==> config.mk <==
export PLATFORM = sky130hd
export DESIGN_NAME = sram_port_arbiter_flat
export DESIGN_NICKNAME = d
export VERILOG_FILES = /design/src/rtl/sram_port_arbiter_if.sv /design/src/rtl/sram_port_arbiter.sv /design/src/flat_wrapper.sv
export SDC_FILE = /design/constraint.sdc
export NUM_CORES = 1
export LEC_CHECK = 0
export ABC_AREA = 1
export CAP_MARGIN = 20
export CORE_UTILIZATION = 42
export CTS_BUF_LIST = sky130_fd_sc_hd__clkbuf_4 sky130_fd_sc_hd__clkbuf_8 sky130_fd_sc_hd__clkbuf_16
export CTS_CLUSTER_SIZE = 24
export DETAILED_ROUTE_END_ITERATION = 10
export GPL_ROUTABILITY_DRIVEN = 0
export PLACE_DENSITY = 0.89
export SLEW_MARGIN = 20
export SYNTH_ARGS = -nofsm -noshare
export SYNTH_HDL_FRONTEND = slang
export SYNTH_SLANG_ARGS = --single-unit
==> constraint.sdc <==
create_clock -name clk -period 1.51 [get_ports clk]
set_input_delay 0.2265 -clock clk [delete_from_list [all_inputs] [get_ports clk]]
set_output_delay 0.2265 -clock clk [all_outputs]
set_load 0.05 [all_outputs]
==> src/rtl/sram_port_arbiter_if.sv <==
// Requester-side bundle for the track-buffer SRAM arbiter.
// Port 0 is the floppy bitstream engine; port 1 is the host/config loader.
interface sram_port_arbiter_if #(
  parameter int ADDR_W = 13,
  parameter int DATA_W = 8
);
  logic              req0;
  logic              req1;
  logic              we0;
  logic              we1;
  logic [ADDR_W-1:0] addr0;
  logic [ADDR_W-1:0] addr1;
  logic [DATA_W-1:0] wdata0;
  logic [DATA_W-1:0] wdata1;
  logic              ack0;
  logic              ack1;
  logic [DATA_W-1:0] rdata0;
  logic [DATA_W-1:0] rdata1;

  modport master (
    output req0, req1, we0, we1,
    output addr0, addr1, wdata0, wdata1,
    input  ack0, ack1, rdata0, rdata1
  );

  modport slave (
    input  req0, req1, we0, we1,
    input  addr0, addr1, wdata0, wdata1,
    output ack0, ack1, rdata0, rdata1
  );
endinterface

==> src/rtl/sram_port_arbiter.sv <==
// Two-port arbiter/sequencer for the single-port track-buffer SRAM.
// Serialises accesses, drives SRAM control and captures registered read data.
module sram_port_arbiter #(
  parameter int ADDR_W     = 13,
  parameter int DATA_W     = 8,
  parameter int FIXED_PRIO = 0
) (
  input  logic              clk,
  input  logic              rst,
  sram_port_arbiter_if.slave bus,
  output logic              busy_o,
  output logic [ADDR_W-1:0] sram_addr_o,
  output logic [DATA_W-1:0] sram_wdata_o,
  output logic              sram_rw_o,
  output logic              sram_en_o,
  input  logic [DATA_W-1:0] sram_rdata_i
);

  typedef enum logic [1:0] {
    IDLE,
    ACCESS,
    CAPTURE
  } state_e;

  localparam bit RoundRobin = (FIXED_PRIO == 0);

  state_e            state_q, state_d;
  logic              port_q, port_d;
  logic              last_q, last_d;
  logic              ack0_q, ack0_d;
  logic              ack1_q, ack1_d;
  logic [DATA_W-1:0] rdata0_q, rdata0_d;
  logic [DATA_W-1:0] rdata1_q, rdata1_d;
  logic [ADDR_W-1:0] addr_q, addr_d;
  logic [DATA_W-1:0] wdata_q, wdata_d;
  logic              rw_q, rw_d;
  logic              en_q, en_d;
  logic              busy_q, busy_d;

  logic el0;
  logic el1;
  logic gnt1;

  // A port acked this cycle sits out one arbitration round.
  assign el0  = bus.req0 & ~ack0_q;
  assign el1  = bus.req1 & ~ack1_q;
  assign gnt1 = el1 & (~el0 | (RoundRobin & ~last_q));

  always_comb begin
    state_d  = state_q;
    port_d   = port_q;
    last_d   = last_q;
    ack0_d   = 1'b0;
    ack1_d   = 1'b0;
    rdata0_d = rdata0_q;
    rdata1_d = rdata1_q;
    addr_d   = addr_q;
    wdata_d  = wdata_q;
    rw_d     = rw_q;
    en_d     = en_q;
    unique case (state_q)
      IDLE: begin
        if (el0 | el1) begin
          port_d  = gnt1;
          last_d  = gnt1;
          addr_d  = gnt1 ? bus.addr1 : bus.addr0;
          wdata_d = gnt1 ? bus.wdata1 : bus.wdata0;
          rw_d    = gnt1 ? ~bus.we1 : ~bus.we0;
          en_d    = 1'b1;
          state_d = ACCESS;
        end
      end
      ACCESS: begin
        en_d = 1'b0;
        rw_d = 1'b1;
        if (!rw_q) begin
          ack0_d  = ~port_q;
          ack1_d  = port_q;
          state_d = IDLE;
        end else begin
          state_d = CAPTURE;
        end
      end
      CAPTURE: begin
        if (port_q) begin
          rdata1_d = sram_rdata_i;
          ack1_d   = 1'b1;
        end else begin
          rdata0_d = sram_rdata_i;
          ack0_d   = 1'b1;
        end
        state_d = IDLE;
      end
      default: state_d = IDLE;
    endcase
    busy_d = (state_d != IDLE);
  end

  always_ff @(posedge clk or posedge rst) begin
    if (rst) begin
      state_q  <= IDLE;
      port_q   <= 1'b0;
      last_q   <= 1'b1;
      ack0_q   <= 1'b0;
      ack1_q   <= 1'b0;
      rdata0_q <= '0;
      rdata1_q <= '0;
      addr_q   <= '0;
      wdata_q  <= '0;
      rw_q     <= 1'b1;
      en_q     <= 1'b0;
      busy_q   <= 1'b0;
    end else begin
      state_q  <= state_d;
      port_q   <= port_d;
      last_q   <= last_d;
      ack0_q   <= ack0_d;
      ack1_q   <= ack1_d;
      rdata0_q <= rdata0_d;
      rdata1_q <= rdata1_d;
      addr_q   <= addr_d;
      wdata_q  <= wdata_d;
      rw_q     <= rw_d;
      en_q     <= en_d;
      busy_q   <= busy_d;
    end
  end

  assign bus.ack0     = ack0_q;
  assign bus.ack1     = ack1_q;
  assign bus.rdata0   = rdata0_q;
  assign bus.rdata1   = rdata1_q;
  assign busy_o       = busy_q;
  assign sram_addr_o  = addr_q;
  assign sram_wdata_o = wdata_q;
  assign sram_rw_o    = rw_q;
  assign sram_en_o    = en_q;

endmodule

==> src/flat_wrapper.sv <==
// flat-port wrapper written by rule: the top's interface ports become plain ports
module sram_port_arbiter_flat 
#(
  parameter int ADDR_W     = 13,
  parameter int DATA_W     = 8,
  parameter int FIXED_PRIO = 0
)
  (clk, rst, busy_o, sram_addr_o, sram_wdata_o, sram_rw_o, sram_en_o, sram_rdata_i, bus_req0, bus_req1, bus_we0, bus_we1, bus_addr0, bus_addr1, bus_wdata0, bus_wdata1, bus_ack0, bus_ack1, bus_rdata0, bus_rdata1);
  sram_port_arbiter_if #(.ADDR_W(ADDR_W), .DATA_W(DATA_W)) bus_i ();
  input  logic clk;
  input  logic rst;
  output logic busy_o;
  output logic [ADDR_W-1:0] sram_addr_o;
  output logic [DATA_W-1:0] sram_wdata_o;
  output logic sram_rw_o;
  output logic sram_en_o;
  input  logic [DATA_W-1:0] sram_rdata_i;
  input wire logic [$bits(bus_i.req0)-1:0] bus_req0;
  input wire logic [$bits(bus_i.req1)-1:0] bus_req1;
  input wire logic [$bits(bus_i.we0)-1:0] bus_we0;
  input wire logic [$bits(bus_i.we1)-1:0] bus_we1;
  input wire logic [$bits(bus_i.addr0)-1:0] bus_addr0;
  input wire logic [$bits(bus_i.addr1)-1:0] bus_addr1;
  input wire logic [$bits(bus_i.wdata0)-1:0] bus_wdata0;
  input wire logic [$bits(bus_i.wdata1)-1:0] bus_wdata1;
  output wire logic [$bits(bus_i.ack0)-1:0] bus_ack0;
  output wire logic [$bits(bus_i.ack1)-1:0] bus_ack1;
  output wire logic [$bits(bus_i.rdata0)-1:0] bus_rdata0;
  output wire logic [$bits(bus_i.rdata1)-1:0] bus_rdata1;
  assign bus_i.req0 = bus_req0;
  assign bus_i.req1 = bus_req1;
  assign bus_i.we0 = bus_we0;
  assign bus_i.we1 = bus_we1;
  assign bus_i.addr0 = bus_addr0;
  assign bus_i.addr1 = bus_addr1;
  assign bus_i.wdata0 = bus_wdata0;
  assign bus_i.wdata1 = bus_wdata1;
  assign bus_ack0 = bus_i.ack0;
  assign bus_ack1 = bus_i.ack1;
  assign bus_rdata0 = bus_i.rdata0;
  assign bus_rdata1 = bus_i.rdata1;
  sram_port_arbiter #(.ADDR_W(ADDR_W), .DATA_W(DATA_W), .FIXED_PRIO(FIXED_PRIO)) u_core (.clk(clk), .rst(rst), .bus(bus_i), .busy_o(busy_o), .sram_addr_o(sram_addr_o), .sram_wdata_o(sram_wdata_o), .sram_rw_o(sram_rw_o), .sram_en_o(sram_en_o), .sram_rdata_i(sram_rdata_i));
endmodule
Word-level counts from Yosys, hierarchy flattened
Cells that the tools add are included.
{ "classes": {"n_addsub": 0, "reduce_logical": 7, "bitwise": 12, "multipliers": 0, "n_shift": 0, "n_eq_ne": 3, "n_lt_le_gt_ge": 0, "n_div": 0, "muxes": 16} }
{ "op_table": {"columns": ["cell", "count"], "rows": [
  ["2-to-1 mux 13 bit", 1],
  ["2-to-1 mux 8 bit", 1],
  ["one-hot mux 1 bit (2 select lines)", 4],
  ["AND reduction 2 bit", 4],
  ["2-to-1 mux 1 bit", 7],
  ["inverter 1 bit", 7],
  ["2-to-1 mux 2 bit", 2],
  ["one-hot mux 2 bit (2 select lines)", 1],
  ["nonzero test 2 bit", 2],
  ["bitwise AND 1 bit", 3],
  ["== test 2 x 1 -> 1 bit, second input constant", 1],
  ["== test 2 bit, second input constant", 1],
  ["zero test 2 bit", 1],
  ["!= test 2 x 1 -> 1 bit, second input constant", 1],
  ["bitwise OR 1 bit", 2]
]} }
{ "totals": {"rom_bits": 0, "wordCells": 50, "n_memories": 0, "latchBits": 0, "regBits": 46, "out_inout_bits": 42, "ramBits": 0} }

Logic depth before layout (Yosys ltp)
{ "depth": {"word_depth": 8, "depth_mapped": 8} }

Least setup slack after synthesis
OpenSTA, ideal clock, no wires.
{ "synth_path": {"path_kind": "reg-to-reg", "start": "reg u_core.ack0_q, in the netlist u_core.bus.ack0", "end": "reg u_core.addr_q[0], in the netlist u_core.sram_addr_o[0]", "path_stages_with_launch": 7, "path_buffers": 1, "synth_period_minus_slack_ns": 1.403, "setup_time_ns": 0.120, "t_arrival_ns": 1.284, "required_time_ns": 1.390, "path_slack_ns": 0.107, "cell_sequence": "dfrtp_1 > inv_1 > nand3_1 > nand2_4 > buf_2 > nor2_1 > o21ai_2"} }
{ "synth_via": {"elab_chain_len": 6, "elab_cells_between_ends": 8} }
{ "synth_lines": {"columns": ["item", "line", "rtl"], "rows": [
  ["from (decl)", "sram_port_arbiter.sv:30", "logic ack0_q, ack0_d;"],
  ["from (signal assigned)", "sram_port_arbiter.sv:117", "ack0_q <= ack0_d;"],
  ["inverter 1 bit *", "sram_port_arbiter.sv:45", "assign el0 = bus.req0 & ~ack0_q;"],
  ["bitwise AND 1 bit *", "sram_port_arbiter.sv:45", null],
  ["inverter 1 bit", "sram_port_arbiter.sv:47", "assign gnt1 = el1 & (~el0 | (RoundRobin & ~last_q));"],
  ["bitwise OR 1 bit", "sram_port_arbiter.sv:47", null],
  ["bitwise AND 1 bit", "sram_port_arbiter.sv:47", null],
  ["2-to-1 mux 13 bit", "sram_port_arbiter.sv:66", "addr_d = gnt1 ? bus.addr1 : bus.addr0;"],
  ["to (signal assigned)", "sram_port_arbiter.sv:121", "addr_q <= addr_d;"],
  ["to (decl)", "sram_port_arbiter.sv:34", "logic [ADDR_W-1:0] addr_q, addr_d;"]
]} }
Mark *: on every way between the ends. The rest lies on a longest branch, timed or not.
A chain may end at the register's enable or synchronous reset.

Worst setup path in the final report
{ "layout_path": {"start": "reg u_core.state_q[0]", "end": "reg u_core.addr_q[12], in the netlist u_core.sram_addr_o[12]"} }
{ "layout_via": {"elab_chain_len": 2} }
{ "layout_lines": {"columns": ["item", "line", "rtl"], "rows": [
  ["from (decl)", "sram_port_arbiter.sv:27", "state_e state_q, state_d;"],
  ["from (signal assigned)", "sram_port_arbiter.sv:114", "state_q <= state_d;"],
  ["zero test 2 bit", "sram_port_arbiter.sv:61", "unique case (state_q)"],
  ["AND reduction 2 bit (no line)", null, null]
]} }
No other way between the ends.

==> impl_metrics.ini <==
[timing]
worst_pin_slew_ns = 0.263
finalCritPeriodShare_pct = 88.4
timing.final.max_slew_violations = 0
period_needed_ns = 1.33
grt_setup_unrepaired = no
hold_viol = 0
skew_ns = 0.00658
relSlewSlack_pct = 82.4
setup_viol = 0
fin_tns_setup_ns = 0
timing.fmax_mhz = 749

[power_and_ir_drop]
switching_share_pct = 51.5
total_power_uw = 7870
cellPowerDensity_mw_per_mm2 = 2360
power_frac_seq_pct = 28.4
p_clk_share_pct = 10.3
power_frac_comb_pct = 61.3
p_leak_uw = 0.00172
internal_power_uw = 3820
vdd_drop_max_mv = 0.988
p_sw_uw = 4060

[grt]
grt_pass1_wl_um = 7910
grt_max_degree = 47
grt_pass1_vias = 1904
grt_overflow_total = 0
grt_util_all_layers_pct = 18.4
antenna_found_initial = 0

[logic_synthesis]
ys_seq_elements = 46
synth.distinct_cells = 23
synthXorXnorAreaFrac_pct = 0
synth_area_mm2 = 0.00226
yosys.area_share.simple_pct = 24.5
synthAdderAreaFrac_pct = 1.66
synthMuxAreaShare_pct = 0
synth_top_family_by_area = simple AND/OR/NAND/NOR gates
synthCells = 272
syn_nets = 331
synth_seq_area_share_pct = 51.1
synth_compound_gate_area_share_pct = 11.6
avgSynthCellArea_um2 = 8.29
yosysWarnings = 0

[critical_path]
cp-start-kind = flop
endpoint_kind = flop
r2r_start = u_core.state_q[0]
setup.worst_path.class = flop to flop
crit_arrival_ns = 1.54
path_max_fanout = 23
reg2reg_slack_ns = 0.18
required_ns = 1.72
worstReg2RegEnd = u_core.sram_addr_o[12]
r2r_cells = 6

[clocking]
max-clock-path-buffers = 2
cts_tree = built
cts_buffers = 5
cts_hold_buffers = 0
cts_root_buf = clkbuf_8
clk_pin_slew_ns = 0.08
cts.htree.levels = 2
clock_sinks = 46
worstSkewPairLatency_ns = 0.29

[layout]
final_cell_mix = nand2_1, clkdlybuf4s50_1, dfrtp_1, buf_4, inv_1
fin_util_pct = 65.0
final_nets = 431
antenna_cells = 0
syn_to_final_growth_pct = 48.1
final_common_cell = nand2_1
drive_gt1_share_pct = 25.2
final_cells = 443

[floorplanning]
initial_core_util_pct = 43.9
ios = 98
chipWidth_um = 75.3
num_rows = 26
core-area_mm2 = 0.00514
die_area_mm2 = 0.00567
die_h_um = 75.3

[route]
drtAntennaViolNets = 0
initialDrtViolationCount = 79
via_per_inst = 4.57
dr_total_vias = 2024
wl_um = 4880
drc = 0
wl_per_cell_um = 11.0
dr.pass1.iters = 4

[place]
port_buffers = 97
placed_cells = 435
dp_hpwl_um = 3810

[job]
cap_violations = 0

[min_path]
min_path_type = input port to asynchronous set/reset pin

[run_status]
status = completed
## layout make-up
cell class	count	area, µm²
fill	462	1800
sequential	46	1150
timing repair buffer	103	973
multi-input combinational	174	858
inverter	42	163
clock buffer	7	96.3
tap	70	87.6
clock inverter	1	8.76
## routing by layer
| metal | track usage [%] | wire [µm] | vias to the layer above |
|---|---|---|---|
| li1 | - | - | 1020 |
| met1 | 20.8 | 1950 | 931 |
| met2 | 34.0 | 2610 | 68 |
| met3 | 4.89 | 266 | 5 |
| met4 | 5.35 | 46 | 0 |
| met5 | 0 | 0 | - |
## how the worst max path moves through the flow
stage	start	end	slack, ns	cells after the start
floorplan	u_core.bus.ack0	u_core.sram_addr_o[0]	0.11	6
global placement	bus_req1	u_core.sram_rw_o	0.03	9
detailed placement	bus_req1	u_core.sram_addr_o[12]	-0.02	8
CTS	u_core.state_q[0]	u_core.bus.rdata0[3]	0.1	4
global route	u_core.state_q[0]	u_core.sram_addr_o[12]	0.06	6
finish	u_core.state_q[0]	u_core.sram_addr_o[12]	0.18	6
## cells in the mapped netlist
cell type | instances | area share, %
buf_2 | 2 | 0.44
buf_4 | 3 | 1.0
buf_6 | 2 | 1.0
buf_8 | 2 | 1.3
clkbuf_1 | 1 | 0.17
dfrtp_1 | 44 | 49
dfstp_2 | 2 | 2.3
ha_1 | 3 | 1.7
inv_1 | 39 | 6.5
inv_2 | 2 | 0.33
inv_6 | 1 | 0.39
nand2_1 | 89 | 15
nand2_2 | 6 | 1.7
nand2_4 | 2 | 1.0
nand3_1 | 4 | 0.89
nand4_1 | 2 | 0.55
nor2_1 | 26 | 4.3
nor2_4 | 1 | 0.50
nor3_1 | 2 | 0.44
o21ai_0 | 18 | 4.0
o21ai_1 | 1 | 0.22
o21ai_2 | 19 | 7.4
or2_2 | 1 | 0.28
## through the flow
step	area (µm²)	hold slack, ns	worst slack, ns
6_report	3340	0.270	0.175
5_1_grt	3340	0.303	0.0604
4_1_cts	3330	0.282	0.0969
3_5_place_dp	3230	0.461	-0.0213
3_3_place_gp	3230	0.458	0.0278
2_1_floorplan	2260	0.385	0.107
## logic make-up (layout without fill, tap and decap cells)
logic type / Yosys count / after routing
DFF: 46 / 46
and+or+nand+nor: 133 / 133
AOI/OAI and AO/OA: 38 / 38
buffers and inverters: 52 / 153
adders and majority gates: 3 / 3
## state kept, by name, summed over array words and instances (netlist names)
name	cells
u_core.sram_addr_o	13
u_core.bus.rdata0	8
u_core.bus.rdata1	8
u_core.sram_wdata_o	8
u_core.state_q	2
u_core.bus.ack0	1
u_core.bus.ack1	1
u_core.busy_o	1
u_core.last_q	1
u_core.port_q	1
u_core.sram_en_o	1
u_core.sram_rw_o	1
## power groups by stage
stage	sequential [µW]	clock [µW]	combinational (µW)
final	2230	814	4830
after global routing	2310	880	5210
after CTS	2230	838	4860
after detailed placement	2240	0	4860
after global placement	2220	0	4730
after floorplan	4100	0	1580
## repair_timing
action,in CTS,in global routing
hold endpoints to repair,0,0
gates resized for setup,0,3
setup buffers,0,0
endpoints found under the setup margin,0,11
## critical path: stages (launching register included)
cell and delay, ns:
dfrtp_1 0.42, inv_1 0.11, ha_2 0.25, nand2_4 0.09
inv_6 0.16, nand2_1 0.07, o21ai_0 0.16
(Power assumes the default switching activity.)
